File: config.mk
export PLATFORM = sky130hd
export DESIGN_NAME = cp0_exc_ctrl
export DESIGN_NICKNAME = d
export VERILOG_FILES = /design/src/rtl/cp0_exc_ctrl.sv
export SDC_FILE = /design/constraint.sdc
export NUM_CORES = 1
export LEC_CHECK = 0
export ABC_CLOCK_PERIOD_IN_PS = 3650
export BUFFER_PORTS_ARGS = -buffer_cell sky130_fd_sc_hd__buf_4
export CAP_MARGIN = 20
export CORE_ASPECT_RATIO = 1.1
export CORE_MARGIN = 2
export CORE_UTILIZATION = 54
export CTS_BUF_LIST = sky130_fd_sc_hd__clkbuf_4
export DETAILED_ROUTE_END_ITERATION = 8
export PLACE_DENSITY = 0.88
export SLEW_MARGIN = 40
export SYNTH_ARGS = -nofsm -noshare
export SYNTH_HDL_FRONTEND = slang
export SYNTH_SLANG_ARGS = --single-unit
File: constraint.sdc
create_clock -name clk -period 3.65 [get_ports clk]
set_input_delay 0.1825 -clock clk [delete_from_list [all_inputs] [get_ports clk]]
set_output_delay 0.1825 -clock clk [all_outputs]
set_load 0.02 [all_outputs]
File: src/rtl/cp0_exc_ctrl.sv
// Coprocessor-0 exception controller: holds SR/Cause/EPC/PRId, raises the
// pipeline-flush request for interrupts and exceptions seen at the M stage,
// serves mfc0/mtc0 and supplies the eret return address.
module cp0_exc_ctrl #(
  parameter logic [31:0] PRID     = 32'h0000_2021,
  parameter logic [31:0] SR_RESET = 32'h0000_0000
) (
  input  logic        clk,
  input  logic        reset,
  input  logic        we,
  input  logic [4:0]  cp0_addr,
  input  logic [31:0] cp0_wdata,
  output logic [31:0] cp0_rdata,
  input  logic [31:0] vpc,
  input  logic        bd_in,
  input  logic [4:0]  ex_code_in,
  input  logic [5:0]  hw_int,
  input  logic        eret,
  output logic        req,
  output logic [31:0] epc_out
);

  localparam logic [4:0] A_SR    = 5'd12;
  localparam logic [4:0] A_CAUSE = 5'd13;
  localparam logic [4:0] A_EPC   = 5'd14;
  localparam logic [4:0] A_PRID  = 5'd15;

  // SR fields
  logic [5:0]  im;
  logic        exl;
  logic        ie;
  // Cause fields
  logic        bd;
  logic [5:0]  ip;
  logic [4:0]  exc_code;
  // EPC
  logic [31:0] epc;

  logic int_req, exc_req;
  logic [31:0] sr_val, cause_val;

  // Interrupts need IE and an unmasked line; EXL blocks everything so a
  // handler is never re-entered by a second event.
  always_comb begin
    int_req = (|(hw_int & im)) & ie & ~exl;
    exc_req = (ex_code_in != 5'd0) & ~exl;
    req     = int_req | exc_req;
  end

  // Architectural register images with unimplemented bits tied to zero.
  always_comb begin
    sr_val    = {16'd0, im, 8'd0, exl, ie};
    cause_val = {bd, 15'd0, ip, 3'd0, exc_code, 2'd0};
  end

  // Register updates: a taken request overrides mtc0/eret; otherwise the
  // SR write lands first and a same-cycle eret then clears EXL.
  always_ff @(posedge clk) begin
    if (reset) begin
      im       <= SR_RESET[15:10];
      exl      <= SR_RESET[1];
      ie       <= SR_RESET[0];
      bd       <= 1'b0;
      ip       <= 6'd0;
      exc_code <= 5'd0;
      epc      <= 32'd0;
    end else begin
      ip <= hw_int;
      if (req) begin
        exl      <= 1'b1;
        bd       <= bd_in;
        exc_code <= int_req ? 5'd0 : ex_code_in;
        epc      <= bd_in ? vpc - 32'd4 : vpc;
      end else begin
        if (we && cp0_addr == A_SR) begin
          im  <= cp0_wdata[15:10];
          exl <= cp0_wdata[1];
          ie  <= cp0_wdata[0];
        end
        if (we && cp0_addr == A_EPC)
          epc <= cp0_wdata;
        if (eret)
          exl <= 1'b0;
      end
    end
  end

  // mfc0 read mux; shows pre-edge state, no write bypass.
  always_comb begin
    cp0_rdata = 32'd0;
    case (cp0_addr)
      A_SR:    cp0_rdata = sr_val;
      A_CAUSE: cp0_rdata = cause_val;
      A_EPC:   cp0_rdata = epc;
      A_PRID:  cp0_rdata = PRID;
      default: cp0_rdata = 32'd0;
    endcase
  end

  // eret target, forwarding an in-flight mtc0 EPC so mtc0+eret back-to-back works.
  always_comb begin
    epc_out = (we && cp0_addr == A_EPC) ? cp0_wdata : epc;
  end

endmodule
==> impl_metrics.csv <==
group,metric,value,unit
layout,fill_cells,527,
hold_path,min-delay-start,"hw_int[1]",
global_route,gr-total-overflow,0,
placement,port_buffers,149,
power_and_ir_drop,p_int,0.881,mW
clock_tree,clock_latency,0.37,ns
global_route,antenna_found_initial,0,
sta,slew_viol_final,0,
power_and_ir_drop,switching_share,33.2,%
layout,num-nets-final,670,
layout,syn2layout_area_growth,30.5,%
clock_tree,cts_buffers,5,
synthesis,yosysTopAreaCell,"dfxtp_1",
power_and_ir_drop,p_clk_share,19.2,%
sta,finalSetupViolCount,0,
clock_tree,cts_tree,"yes",
sta,fin_tns_setup,0,ns
synthesis,dominantRegCellSynth,"dfxtp_1",
sta,fin_ws,0.595,ns
placement,pre_cts_ws,1.04,ns
clock_tree,htree_levels,2,
die,core,6590,sq um
clock_tree,cts.clk_slew.worst_paths,0.15,ns
sta,min_period,3.05,ns
route,detail-route-antenna-nets,0,
worst_setup_path,r2r-start,"exl",
sta,clock.fmax,0.327,GHz
route,drt_pass1_iterations,5,
route,drcViolationCount,0,
hold_path,min_path_type,"primary input to register",
route,via_per_inst,6.34,
placement,gp_congestion,0.889,
layout,seq_area,1040,sq um
die,io-pin-count,150,
hold_path,hold_path_depth,2,
synthesis,synth-seq-cells,52,
worst_setup_path,critPathKind,"register to output pin",
die,die_y,90.8,microns
worst_setup_path,crit_buf_inv,4,
route,num_vias,4230,
die,dieArea,7540,sq um
clock_tree,cts_hold_buf,0,
worst_setup_path,crit_chain,"inv_1 > o311a_2 > nor2_1 > buf_4 > inv_1 > buf_4",
synthesis,ys_warn_count,0,
synthesis,syn_inst,470,
worst_setup_path,arrival,2.87,ns
layout,final_cell_mix,"155 x buf_4, 52 x dfxtp_1, 39 x and3_1",
global_route,grt_pass1_wl,19200,microns
clock_tree,cts_setup_buffers,0,
worst_setup_path,worstSetupStartpointType,"register",
layout,antenna_cells,0,
synthesis,syn_avg_cell_area,7.88,sq um
synthesis,synth_area_leaders,"dfxtp_1 28%, and3_1 6.6%, mux2i_1 5.7%, or2_2 4.2%, a21boi_0 4.1%",
sta,period_share,83.7,%
synthesis,synth.top_cell.area_share,28.1,%
synthesis,ys_types,53,
die,initial_core_util,56.1,%
worst_setup_path,crit_path_end_kind,"output pin",
sta,tightestPinTransition,0.848,ns
clock_tree,clockBufferDepth,2,
layout,multi_input_area,2420,sq um
sta,grt_setup_unrepaired,"no",
worst_setup_path,r2r_cells,6,
global_route,track_usage,30.5,%
route,wire_per_inst,17.8,microns
die,core.rowCount,31,
synthesis,syn_area,3700,sq um
route,drt_iter0_markers,327,
power_and_ir_drop,power_density,273,nW/um^2
synthesis,synth_edf_count,0,
worst_setup_path,slowest_stage,"o311a_2",
power_and_ir_drop,power.leakage,2.19,nW
power_and_ir_drop,peakVddDrop,181,uV
sta,finalHoldViolations,0,
route,drt_wl_total,11900,microns
job,drv_cap,0,
die,dieWidth,83.0,microns
sta,clock_skew,0.00716,ns
sta,relSlewSlack,42.0,%
clock_tree,cts-resized-gates,0,
placement,hpwl,8900,microns
worst_setup_path,required,3.47,ns
synthesis,synthArstFlopShare,0,%
synthesis,syn-num-nets,556,
worst_setup_path,rrSetupSlack,1.10,ns
worst_setup_path,cpPeakStageDelay,0.62,ns
outcome,status,"finished, final reports clean",
power_and_ir_drop,switchingPower,0.438,mW
layout,layout-drive-gt1-share,33.2,%
clock_tree,cts_root_buf,"clkbuf_4",
layout,layout_commonest_cell,"buf_4",
clock_tree,cts_sinks,52,
power_and_ir_drop,pwr-share-seq,48.0,%
power_and_ir_drop,pwr-share-comb,32.8,%
worst_setup_path,critPathTopFamily,"buffers and inverters",
hold_path,min_to,"ip[1]",
worst_setup_path,r2r-end,"epc[16]",
global_route,grt_max_degree,65,
global_route,first_global_vias,4006,
worst_setup_path,cp_max_fo,31,
synthesis,synth-seq-area-share,28.1,%
## worst reg2reg max path, stage by stage, from the launching register on
cell and delay (ns):
dfxtp_1 0.47, inv_1 0.24, o311a_2 0.62, nor2_1 0.13, buf_4 0.22, inv_1 0.54
a311oi_1 0.18
## cell usage after synthesis, types with 17 or more instances
library cell  count
clkbuf_1         40
a21boi_0         20
mux2i_1          21
a211oi_1         19
dfxtp_1          52
nor2_1           21
nand2_1          26
or2_2            25
and3_1           39
o41ai_1          17
## power groups by stage
stage,Sequential [mW],Clock [mW],Combinational [mW]
after floorplan,0.635,0,0.243
after global routing,0.639,0.283,0.465
after global placement,0.644,0,0.419
after CTS,0.633,0.254,0.430
final,0.634,0.253,0.433
after detailed placement,0.645,0,0.428
## cell families after synthesis
family                   after synthesis  synth area share (%)
AO/OA/AOI/OAI                        133                  26.4
XOR/XNOR                               7                  1.66
flip-flops                            52                  28.1
buffers and inverters                 62                  6.73
AND/OR/NAND/NOR                      193                  30.8
multiplexers                          22                  5.98
adder cells (fa/ha/maj)                1                 0.338
## layer usage
layer	GRT usage, %	part of all wire [%]
met1	38.7	39
met2	52.1	50
met3	5.58	8.2
met4	10.2	2.5
met5	0	0
## worst max-delay path by stage
stage                        from      end  slack [ns]  cells past startpoint
after detailed placement   vpc[6]  epc[31]        1.04                      5
after global placement        exl      req        0.81                      6
after global routing          exl      req        0.39                      6
after floorplan           vpc[10]  epc[31]        1.48                      6
final                         exl      req        0.60                      6
after CTS                     exl      req        0.65                      6
## area by class of cell
class / instances / share of cell area [%]
multi-input combinational: 356 / 50.1
timing repair buffer: 155 / 24.1
sequential: 52 / 21.5
tap: 82 / 2.12
inverter: 14 / 1.09
clock buffer: 5 / 0.777
clock inverter: 3 / 0.285
## registers in the layout (all words and copies together), names as in the netlist
register and count:
exl 1, epc 32, ip 6, im 6, exc_code 5, bd 1
ie 1
## through the flow
| stage | power (mW) | cells | instance area [sq um] | hold slack, ns | utilization, % |
|---|---|---|---|---|---|
| floorplan | 0.878 | 470 | 3700 | 0.311 | - |
| global route | 1.39 | 667 | 4830 | 0.0119 | 73.3 |
| global placement | 1.06 | 659 | 4780 | 0.410 | 72.4 |
| detailed placement | 1.07 | 659 | 4780 | 0.421 | 72.5 |
| CTS | 1.32 | 667 | 4830 | 0.0321 | 73.3 |
| finish | 1.32 | 667 | 4830 | 0.0408 | 73.3 |
No activity file was read; power rests on OpenSTA's default activity.
